===== src/rtl/vp_pkg.sv =====
// Shared constants and FSM state encoding for the vector memory stage.
package vp_pkg;

    localparam int unsigned NLANES     = 8;
    localparam int unsigned LANE_W     = 32;
    localparam int unsigned VEC_W      = NLANES * LANE_W;
    localparam int unsigned LANE_IDX_W = $clog2(NLANES);

    typedef logic [1:0] state_t;

    localparam state_t StIdle   = 2'd0;
    localparam state_t StScalar = 2'd1;
    localparam state_t StVec    = 2'd2;
    localparam state_t StDone   = 2'd3;

endpackage


===== src/rtl/vlane_buffer.sv =====
// Vector lane buffer: collects one 32-bit word per lane, indexed by an internal lane counter.
module vlane_buffer
    import vp_pkg::*;
(
    input  logic                  clk,
    input  logic                  rst_n,
    input  logic                  clr_i,
    input  logic                  adv_i,
    input  logic                  wr_en_i,
    input  logic [LANE_W-1:0]     wdata_i,
    output logic [LANE_IDX_W-1:0] lane_o,
    output logic [VEC_W-1:0]      data_o
);

    logic [LANE_IDX_W-1:0] lane_q, lane_d;
    logic [VEC_W-1:0]      buf_q, buf_d;

    // Writes land in the current lane; the counter advances on every accepted beat.
    always_comb begin
        lane_d = lane_q;
        buf_d  = buf_q;
        if (clr_i) begin
            lane_d = '0;
        end else if (adv_i) begin
            for (int unsigned k = 0; k < NLANES; k++) begin
                if (wr_en_i && lane_q == LANE_IDX_W'(k)) begin
                    buf_d[k*LANE_W +: LANE_W] = wdata_i;
                end
            end
            lane_d = lane_q + 1'b1;
        end
    end

    always_ff @(posedge clk) begin
        if (!rst_n) begin
            lane_q <= '0;
            buf_q  <= '0;
        end else begin
            lane_q <= lane_d;
            buf_q  <= buf_d;
        end
    end

    assign lane_o = lane_q;
    assign data_o = buf_q;

endmodule


===== src/rtl/vec_mem_stage.sv =====
// MEM pipeline stage: scalar and per-lane vector memory accesses with upstream stall,
// zero-latency pass-through for non-memory instructions.
module vec_mem_stage
    import vp_pkg::*;
(
    input  logic              clk,
    input  logic              rst_n,
    input  logic              valid_i,
    input  logic              RegWrite_i,
    input  logic              MemtoReg_i,
    input  logic              VRegWrite_i,
    input  logic              MemRead_i,
    input  logic              MemWrite_i,
    input  logic              VLoad_i,
    input  logic              VStore_i,
    input  logic [4:0]        write_addr_i,
    input  logic [31:0]       alu_result_i,
    input  logic [31:0]       store_data_i,
    input  logic [VEC_W-1:0]  vdata_i,
    output logic              mem_req_o,
    output logic              mem_we_o,
    output logic [31:0]       mem_addr_o,
    output logic [31:0]       mem_wdata_o,
    input  logic              mem_ack_i,
    input  logic [31:0]       mem_rdata_i,
    output logic              RegWrite_o,
    output logic              MemtoReg_o,
    output logic              VRegWrite_o,
    output logic [4:0]        write_addr_o,
    output logic [31:0]       alu_result_o,
    output logic [VEC_W-1:0]  vresult_o,
    output logic              stall_o
);

    state_t                state_q, state_d;
    logic [LANE_W-1:0]     load_q, load_d;
    logic [LANE_IDX_W-1:0] lane;
    logic [VEC_W-1:0]      lane_buf;
    logic [LANE_W-1:0]     lane_wdata;
    logic                  mem_op, vec_op, last_lane;
    logic                  buf_clr, buf_adv, buf_wr;

    assign mem_op    = valid_i & (MemRead_i | MemWrite_i | VLoad_i | VStore_i);
    assign vec_op    = VLoad_i | VStore_i;
    assign last_lane = (lane == LANE_IDX_W'(NLANES - 1));
    assign buf_clr   = (state_q == StIdle);
    assign buf_adv   = (state_q == StVec) & mem_ack_i;
    assign buf_wr    = buf_adv & VLoad_i;

    always_comb begin
        lane_wdata = '0;
        for (int unsigned k = 0; k < NLANES; k++) begin
            if (lane == LANE_IDX_W'(k)) lane_wdata = vdata_i[k*LANE_W +: LANE_W];
        end
    end

    vlane_buffer u_vlane_buffer (
        .clk     (clk),
        .rst_n   (rst_n),
        .clr_i   (buf_clr),
        .adv_i   (buf_adv),
        .wr_en_i (buf_wr),
        .wdata_i (mem_rdata_i),
        .lane_o  (lane),
        .data_o  (lane_buf)
    );

    always_comb begin
        state_d      = state_q;
        load_d       = load_q;
        stall_o      = 1'b0;
        mem_req_o    = 1'b0;
        mem_we_o     = 1'b0;
        mem_addr_o   = '0;
        mem_wdata_o  = '0;
        RegWrite_o   = valid_i & RegWrite_i;
        MemtoReg_o   = valid_i & MemtoReg_i;
        VRegWrite_o  = valid_i & VRegWrite_i;
        write_addr_o = write_addr_i;
        alu_result_o = alu_result_i;
        vresult_o    = vdata_i;
        unique case (state_q)
            StIdle: begin
                if (mem_op) begin
                    stall_o     = 1'b1;
                    RegWrite_o  = 1'b0;
                    VRegWrite_o = 1'b0;
                    MemtoReg_o  = 1'b0;
                    state_d     = vec_op ? StVec : StScalar;
                end
            end
            StScalar: begin
                stall_o     = 1'b1;
                RegWrite_o  = 1'b0;
                VRegWrite_o = 1'b0;
                MemtoReg_o  = 1'b0;
                mem_req_o   = 1'b1;
                mem_we_o    = MemWrite_i;
                mem_addr_o  = alu_result_i;
                mem_wdata_o = store_data_i;
                if (mem_ack_i) begin
                    if (MemRead_i) load_d = mem_rdata_i;
                    state_d = StDone;
                end
            end
            StVec: begin
                stall_o     = 1'b1;
                RegWrite_o  = 1'b0;
                VRegWrite_o = 1'b0;
                MemtoReg_o  = 1'b0;
                mem_req_o   = 1'b1;
                mem_we_o    = VStore_i;
                // Byte address of the current lane; wraps naturally at 2^32.
                mem_addr_o  = alu_result_i + {{(32 - LANE_IDX_W - 2){1'b0}}, lane, 2'b00};
                mem_wdata_o = lane_wdata;
                if (mem_ack_i && last_lane) state_d = StDone;
            end
            StDone: begin
                if (MemRead_i) alu_result_o = load_q;
                if (VLoad_i)   vresult_o    = lane_buf;
                state_d = StIdle;
            end
            default: state_d = StIdle;
        endcase
    end

    always_ff @(posedge clk) begin
        if (!rst_n) begin
            state_q <= StIdle;
            load_q  <= '0;
        end else begin
            state_q <= state_d;
            load_q  <= load_d;
        end
    end

endmodule


===== config.mk =====
export PLATFORM = sky130hd
export DESIGN_NAME = vec_mem_stage
export DESIGN_NICKNAME = d
export VERILOG_FILES = /design/src/rtl/vp_pkg.sv /design/src/rtl/vlane_buffer.sv /design/src/rtl/vec_mem_stage.sv
export SDC_FILE = /design/constraint.sdc
export NUM_CORES = 1
export LEC_CHECK = 0
export CAP_MARGIN = 40
export CORE_AREA = 10 10 272 274
export DETAILED_ROUTE_END_ITERATION = 7
export DIE_AREA = 0 0 282 284
export DONT_BUFFER_PORTS = 1
export PLACE_DENSITY = 0.47
export RECOVER_POWER = 25
export SKIP_CTS_REPAIR_TIMING = 1
export SYNTH_ARGS = -nofsm -noshare
export SYNTH_HDL_FRONTEND = slang
export SYNTH_HIERARCHICAL = 1
export SYNTH_SLANG_ARGS = --single-unit

===== constraint.sdc =====
create_clock -name clk -period 4.9 [get_ports clk]
set_clock_uncertainty 0.15 [all_clocks]
set_input_delay 0.98 -clock clk [delete_from_list [all_inputs] [get_ports clk]]
set_output_delay 0.98 -clock clk [all_outputs]
set_load 0.005 [all_outputs]

Word level (Yosys, flattened, before mapping) --
Index checks and enable logic that the tools add are counted.
Cells by class: reduce and logical (&&, ||, !) cells 23, add/sub/neg operators 2, equal/unequal tests 13, bitwise gates (word level) 12, multiplexer cells 29
Operators by type and width (number):
- $mux W256 | 2
- $mux W32 | 10
- $pmux W32 S2 | 2
- $add A32 B5 Y32 | 1
- $reduce_and A3 Y1 | 10
- $eq A3 B3 Y1 const B | 4
- $pmux W1 S2 | 5
- $logic_and A1 B1 Y1 | 9
- $mux W2 | 4
- $pmux W2 S4 | 1
- $and A1 B1 Y1 | 6
- $eq A3 B2 Y1 const B | 2
- $mux W1 | 5
- $eq A2 B2 Y1 const B | 2
- $ne A2 B2 Y1 const B | 2
- $or A1 B1 Y1 | 4
- $reduce_or A2 Y1 | 2
- $add A3 B1 Y3 const B | 1
- $eq A3 B1 Y1 const B | 1
- $logic_not A3 Y1 | 1
- $eq A2 B1 Y1 const B | 1
- $logic_not A2 Y1 | 1
- $ne A2 B1 Y1 const B | 1
- $not A1 Y1 | 2
Storage, ports and cells: word-level logic and storage cells 90, output and inout bits 363, register bits 293

Depth between registers and ports, before layout --
Gate-level depths: netlist of run 1.
depth in word-level cells 10, depth in mapped cells 10

Modules after synthesis --
Netlist of run 1, hierarchy kept.
By module, submodules not included:
- vlane_buffer | seq. area each 5185.0 um2, instances 1, area an instance 9212.6 um2, cells each 895
- vec_mem_stage | seq. area each 680.7 um2, instances 1, area an instance 8469.4 um2, cells each 1057

Worst setup path before layout of run 1 --
OpenSTA, ideal clock, no wires.
path type input to output, from input port alu_result_i[2], to output port mem_addr_o[14], stages on the path 7, arrival 2.614 ns, path slack 1.156 ns, path through ha_1 fa_1 a21oi_1 or3_1 clkbuf_1 o21ai_0 a31oi_1
Between the ends: word-level cells in the longest chain between the ends 2
Ends and longest elaborated chain:
- start: declaration | line vec_mem_stage.sv:17 | input logic [31:0] alu_result_i,
- $add A32 B5 Y32 | line vec_mem_stage.sv:114 | mem_addr_o = alu_result_i + {{(32 - LANE_IDX_W - 2){1'b0}}, lane, 2'b00};
- $pmux W32 S2 | line vec_mem_stage.sv:82 | unique case (state_q)
- end: declaration | line vec_mem_stage.sv:22 | output logic [31:0] mem_addr_o,
No other way between the ends.

Worst setup path after layout of run 1 --
from register state_q[1], to output port mem_wdata_o[27]
Between the ends: word-level cells in the longest chain between the ends 2, elaborated cells between the ends (all ways) 3, classes of those cells eq/ne: 2; mux: 1
Ends and longest elaborated chain:
- start: declaration | line vec_mem_stage.sv:35 | state_t state_q, state_d;
- start signal: assignment | line vec_mem_stage.sv:129 | state_q <= StIdle;
- start signal: assignment | line vec_mem_stage.sv:132 | state_q <= state_d;
- $eq A2 B2 Y1 / $eq A2 B1 Y1 (equally long branches) | line vec_mem_stage.sv:82
- $pmux W32 S2 (*) | line vec_mem_stage.sv:82
- end: declaration | line vec_mem_stage.sv:23 | output logic [31:0] mem_wdata_o,
Every way passes the cells marked *; elsewhere a longest branch is shown, timed or not.

==> results of run 1 <==
==> per-layer routing <==
layer	part of all wire, %	up-vias	GRT usage, %
met5	0	-	0
met3	9.5	91	6.14
met4	1.7	0	4.59
li1	-	6852	-
met2	49	820	34.1
met1	40	7341	24.0
==> sequential cells by signal, summed over array words and instances (netlist names) <==
register and count:
load_q 32, u_vlane_buffer/lane_o 3, state_q 2, u_vlane_buffer/data_o 256
==> cells in the final DEF (no fill, tap or decap), drive strengths merged, types with 4 or more instances in the layout <==
cell type | netlist | routed
o311ai | 9 | 9
nand2 | 330 | 330
ha | 15 | 15
nand3 | 76 | 76
nor3 | 8 | 8
a22oi | 32 | 32
a21oi | 73 | 73
dfxtp | 293 | 293
inv | 10 | 11
o21ai | 171 | 171
nand2b | 5 | 5
nand3b | 5 | 5
and2 | 12 | 12
a32oi | 5 | 5
nand4 | 8 | 8
buf | 67 | 39
and3b | 28 | 28
and4 | 4 | 4
o21ba | 28 | 28
clkinv | 1 | 5
a31oi | 6 | 6
diode | 0 | 11
a22o | 28 | 28
nand4b | 6 | 6
o211ai | 33 | 33
mux2 | 290 | 290
and3 | 4 | 4
mux2i | 225 | 225
mux4 | 5 | 5
clkbuf | 110 | 56
nor2 | 23 | 23
==> cell families (layout without fill, tap and decap cells) <==
family | after synthesis | count (layout) | synth area share (%)
AOI/OAI and AO/OA | 413 | 413 | 14.9
xor gates and xnor gates | 2 | 2 | 0.0991
adders and majority gates | 16 | 16 | 1.17
buffers and inverters | 188 | 112 | 5.11
DFF | 293 | 293 | 33.2
muxes | 520 | 520 | 31.8
other | 0 | 11 | 0
and+or+nand+nor | 520 | 520 | 13.7
==> worst paths after layout <==
kind,start,slack (ps),end
hold / removal,load_q[29]$_SDFFE_PN0P_,300,load_q[29]$_SDFFE_PN0P_
hold reg to reg,load_q[29]$_SDFFE_PN0P_,300,load_q[29]$_SDFFE_PN0P_
setup / recovery,state_q[1]$_SDFFE_PN0P_,480,mem_wdata_o[27]
setup reg to reg,state_q[0]$_SDFFE_PN0P_,760,u_vlane_buffer/data_o[199]$_SDFFE_PN0P_
==> layout make-up <==
type | count | share of cell area, %
inverters | 11 | 0.212
multi-input cells | 1471 | 56.2
well taps | 882 | 5.68
clock buffers | 50 | 5.10
clock inverters | 6 | 0.341
repair buffers | 45 | 2.14
flip-flops and latches | 293 | 30.2
diodes | 11 | 0.142
==> through the flow <==
stage,util (%),total power (W)
after floorplan,-,0.00365
after global placement,26.9,0.00418
after detailed placement,27.0,0.00418
after CTS,28.5,0.00669
after global routing,28.4,0.00687
final,28.4,0.00659
==> critical path, stage by stage (launching register included) <==
cell	delay, ps
dfxtp_1	350
inv_1	120
ha_1	150
clkbuf_1	710
and2_2	790
buf_4	360
a22o_1	260
==> power breakdown <==
part	switching (W)	internal (W)
Clock	0.00102	0.00145
Combinational	0.00105	0.000617
Sequential	0.0000316	0.00241
==> impl_metrics.tcl, run 1 <==
set metrics [dict create \
    status "finished, violations left" \
    violations "max-capacitance violations, max-slew violations" \
    setup_ws_ps 481 \
    design_area_mm2 0.0194 \
    grt_usage_pct 20.0 \
    grt_max_degree 291 \
    wl_per_cell_um 30.9 \
    rows 96 \
    grt_pass1_vias 15000 \
    clockRootBuffer "clkbuf_16" \
    antenna_found_initial 14 \
    regArea_mm2 0.00588 \
    postSynthAreaPerCell_um2 9.06 \
    ioPinCount 731 \
    hold_viol_final 0 \
    hp-class "flip-flop to flip-flop" \
    setup_viol 0 \
    max-slew-margin-rel_pct -13.9 \
    final_cells 2769 \
    first_iter_violations 1127 \
    port_buffers 0 \
    grt_setup_unrepaired "no" \
    synth_seq_cells 293 \
    layout.nets 2241 \
    synth_edf_count 0 \
    cts_sinks 293 \
    yosys.area.top_type "dfxtp_1" \
    die_y_um 284 \
    cts.reportedPaths.clkPinSlew_ps 60 \
    synth.most_common_cell "nand2_1" \
    area_growth_pct 9.96 \
    reg2reg_depth 7 \
    syn_nets 2336 \
    cts_tree "yes" \
    dpl_cell_area_mm2 0.0185 \
    vias 15100 \
    fin_tns_setup_ps 0 \
    ys.flop_type "dfxtp_1" \
    via_per_inst 5.45 \
    drc 0 \
    drive_above_1_share_pct 21.5 \
    dieArea_mm2 0.0801 \
    irDropWorstVdd_uv 152 \
    place.gp.congestion 0.912 \
    synthTopCellsByArea "dfxtp_1, mux2_2, mux2i_1, nand2_1, o21ai_0" \
    fin_crit_sh_pct 90.2 \
    drt-total-wl_um 85500 \
    synth_cell_type_count 65 \
    leakage_nw 6.39 \
    ys_top_cells_by_count "nand2_1, dfxtp_1, mux2_2" \
    worst_pin_slew_ps 1700 \
    hold_slack_ps 300 \
    yosysWarnings 6 \
    gr-total-overflow 0 \
    startpoint_type "flip-flop" \
    synth_cells 1952 \
    dieWidth_um 282 \
    dr.pass1.iters 5 \
    fill_cells 7191 \
    powerDensity_mw_per_mm2 339 \
    arrival_ps 3290 \
    dpl.cell_count 2702 \
    async_flop_share_pct 0 \
    crit_required_ps 3770 \
    clk_path_buf_depth 3 \
    dp_slack_ps 756 \
    min_period_ps 4420 \
    critical_path_class "flip-flop to output pin" \
    max_cap_violations 5 \
    synth_top_area_share_pct 33.2 \
    hold_path_depth 2 \
    worstPathMaxFanout 18 \
    ant_nets 0 \
    slew_viol_final 131 \
    grt_pass1_wl_um 117000 \
    endpoint_kind "output pin" \
    syn_area_mm2 0.0177 \
    htree_num_levels 2 \
    dp_hpwl_um 65700 \
    clk_latency_ps 530 \
    multi_input_area_mm2 0.0109 \
    fmax_mhz 226 \
    placeableCoreArea_mm2 0.0683 \
    start_util_pct 25.9 \
    numCtsBuffers 35 \
    seq_area_frac_synth_pct 33.2 \
]
No activity file was read; power rests on OpenSTA's default activity.
==> run 2, diff against run 1 <==
--- a/config.mk
+++ b/config.mk
@@ -6,11 +6,12 @@
 export NUM_CORES = 1
 export LEC_CHECK = 0
 export CAP_MARGIN = 40
-export CORE_AREA = 10 10 272 274
+export CORE_AREA = 10 10 278 280
 export DETAILED_ROUTE_END_ITERATION = 7
-export DIE_AREA = 0 0 282 284
+export DIE_AREA = 0 0 288 290
 export DONT_BUFFER_PORTS = 1
-export PLACE_DENSITY = 0.47
+export MAX_ROUTING_LAYER = met4
+export PLACE_DENSITY = 0.46
 export RECOVER_POWER = 25
 export SKIP_CTS_REPAIR_TIMING = 1
 export SYNTH_ARGS = -nofsm -noshare
==> impl_metrics.tcl, run 2 (synthesized netlist as in run 1, its figures left out) <==
set metrics [dict create \
    antenna_found_initial 13 \
    leakage_nw 6.44 \
    crit_required_ps 3770 \
    cts_tree "yes" \
    htree_num_levels 2 \
    violations "max-capacitance violations, max-slew violations" \
    worst_pin_slew_ps 2280 \
    start_util_pct 24.8 \
    r2r_slack_ps 730 \
    grt_pass1_vias 15400 \
    cts.reportedPaths.clkPinSlew_ps 60 \
    fmax_mhz 231 \
    fin_crit_sh_pct 88.2 \
    ant_nets 0 \
    grt_usage_pct 19.6 \
    rows 98 \
    powerDensity_mw_per_mm2 348 \
    dp_hpwl_um 65500 \
    final_common_cell "nand2_1" \
    status "finished, violations left" \
    wl_per_cell_um 30.0 \
    dpl_cell_area_mm2 0.0185 \
    die_y_um 290 \
    clockRootBuffer "clkbuf_16" \
    clk_path_buf_depth 3 \
    area_growth_pct 11.1 \
    dieArea_mm2 0.0835 \
    startpoint_type "flip-flop" \
    hp-class "flip-flop to flip-flop" \
    max_cap_violations 4 \
    critical_path_class "flip-flop to output pin" \
    final_cell_mix "nand2_1, mux2_2, dfxtp_1" \
    multi_input_area_mm2 0.0109 \
    slowest_delay_ps 660 \
    crit_slowest_cell "and2_2" \
    irDropWorstVdd_uv 189 \
    dieWidth_um 288 \
    drt-total-wl_um 85200 \
    drc 0 \
    drive_above_1_share_pct 22.9 \
    crit_family "compound AO/OA/AOI/OAI gates" \
    placeableCoreArea_mm2 0.0714 \
    largest_reg_flops 256 \
    grt_pass1_wl_um 118000 \
    cts_sinks 293 \
    place.gp.congestion 0.973 \
    setup_viol 0 \
    vias 15300 \
    layout.nets 2240 \
    via_per_inst 5.39 \
    dr.pass1.iters 5 \
    regArea_mm2 0.00588 \
    crit_chain "inv_1 -> ha_1 -> buf_4 -> and2_2 -> o21ai_0 -> a21oi_1 -> a22o_1" \
    design_area_mm2 0.0196 \
    endpoint_kind "output pin" \
    hold_viol_final 0 \
    grt_setup_unrepaired "no" \
    first_iter_violations 1126 \
    numCtsBuffers 35 \
    slew_viol_final 120 \
    arrival_ps 3190 \
    grt_max_degree 291 \
    path_buf_inv 2 \
    ioPinCount 731 \
    max-slew-margin-rel_pct -52.1 \
    worstPathMaxFanout 31 \
    fin_tns_setup_ps 0 \
    gr-total-overflow 0 \
    port_buffers 0 \
    fill_cells 7588 \
    clk_latency_ps 540 \
    min_period_ps 4320 \
]
==> run 2: worst paths after layout <==
path / cells after the start / startpoint / endpoint
worst min-delay path: 2 / load_q[29]$_SDFFE_PN0P_ / load_q[29]$_SDFFE_PN0P_
worst max-delay path: 7 / state_q[0]$_SDFFE_PN0P_ / mem_wdata_o[28]
worst min register to register: 2 / load_q[29]$_SDFFE_PN0P_ / load_q[29]$_SDFFE_PN0P_
worst max register to register: 9 / state_q[0]$_SDFFE_PN0P_ / u_vlane_buffer/data_o[13]$_SDFFE_PN0P_
==> run 2: per-layer routing <==
metal	global-route usage [%]	share of wire [%]	up-vias
li1	-	-	6867
met1	22.7	40	7457
met3	5.72	9.2	132
met2	32.2	47	842
met4	6.22	3.2	0
met5	-	0	-
==> run 2: power breakdown <==
group          internal, W  switching (W)  total (W)  leakage (nW)
sequential         0.00241      0.0000317    0.00244          2.36
clock              0.00166        0.00107    0.00273         0.598
combinational     0.000615        0.00105    0.00166          3.48
total              0.00468        0.00215    0.00683          6.44
==> run 2: layout make-up <==
type	count	share of cell area, %
Antenna cell	9	0.115
Clock buffer	49	5.35
Clock inverter	13	0.803
Inverter	11	0.210
Multi-Input combinational cell	1471	55.6
Sequential cell	293	29.9
Tap cell	950	6.05
Timing Repair Buffer	44	1.91
==> run 2: metrics by stage <==
step,utilization [%],power [W],hold slack [ps],cells,worst slack (ps)
2_1_floorplan,-,0.00365,282,1952,1160
3_3_place_gp,25.9,0.00414,291,2765,990
3_5_place_dp,26.0,0.00415,297,2769,988
4_1_cts,27.7,0.00693,306,2831,622
5_1_grt,27.5,0.00712,325,2837,394
6_report,27.5,0.00683,305,2840,577
==> run 2: worst min-delay path: stages, from the launching register on <==
cell and delay [ps]:
dfxtp_1 310, nand2_1 50, a21oi_1 50
==> run 3, diff against run 2 <==
--- a/config.mk
+++ b/config.mk
@@ -13,7 +13,6 @@
 export MAX_ROUTING_LAYER = met4
 export PLACE_DENSITY = 0.46
 export RECOVER_POWER = 25
-export SKIP_CTS_REPAIR_TIMING = 1
 export SYNTH_ARGS = -nofsm -noshare
 export SYNTH_HDL_FRONTEND = slang
 export SYNTH_HIERARCHICAL = 1
==> results of run 3 <==
Final layout, timing and power as in run 2 (identical DEF).
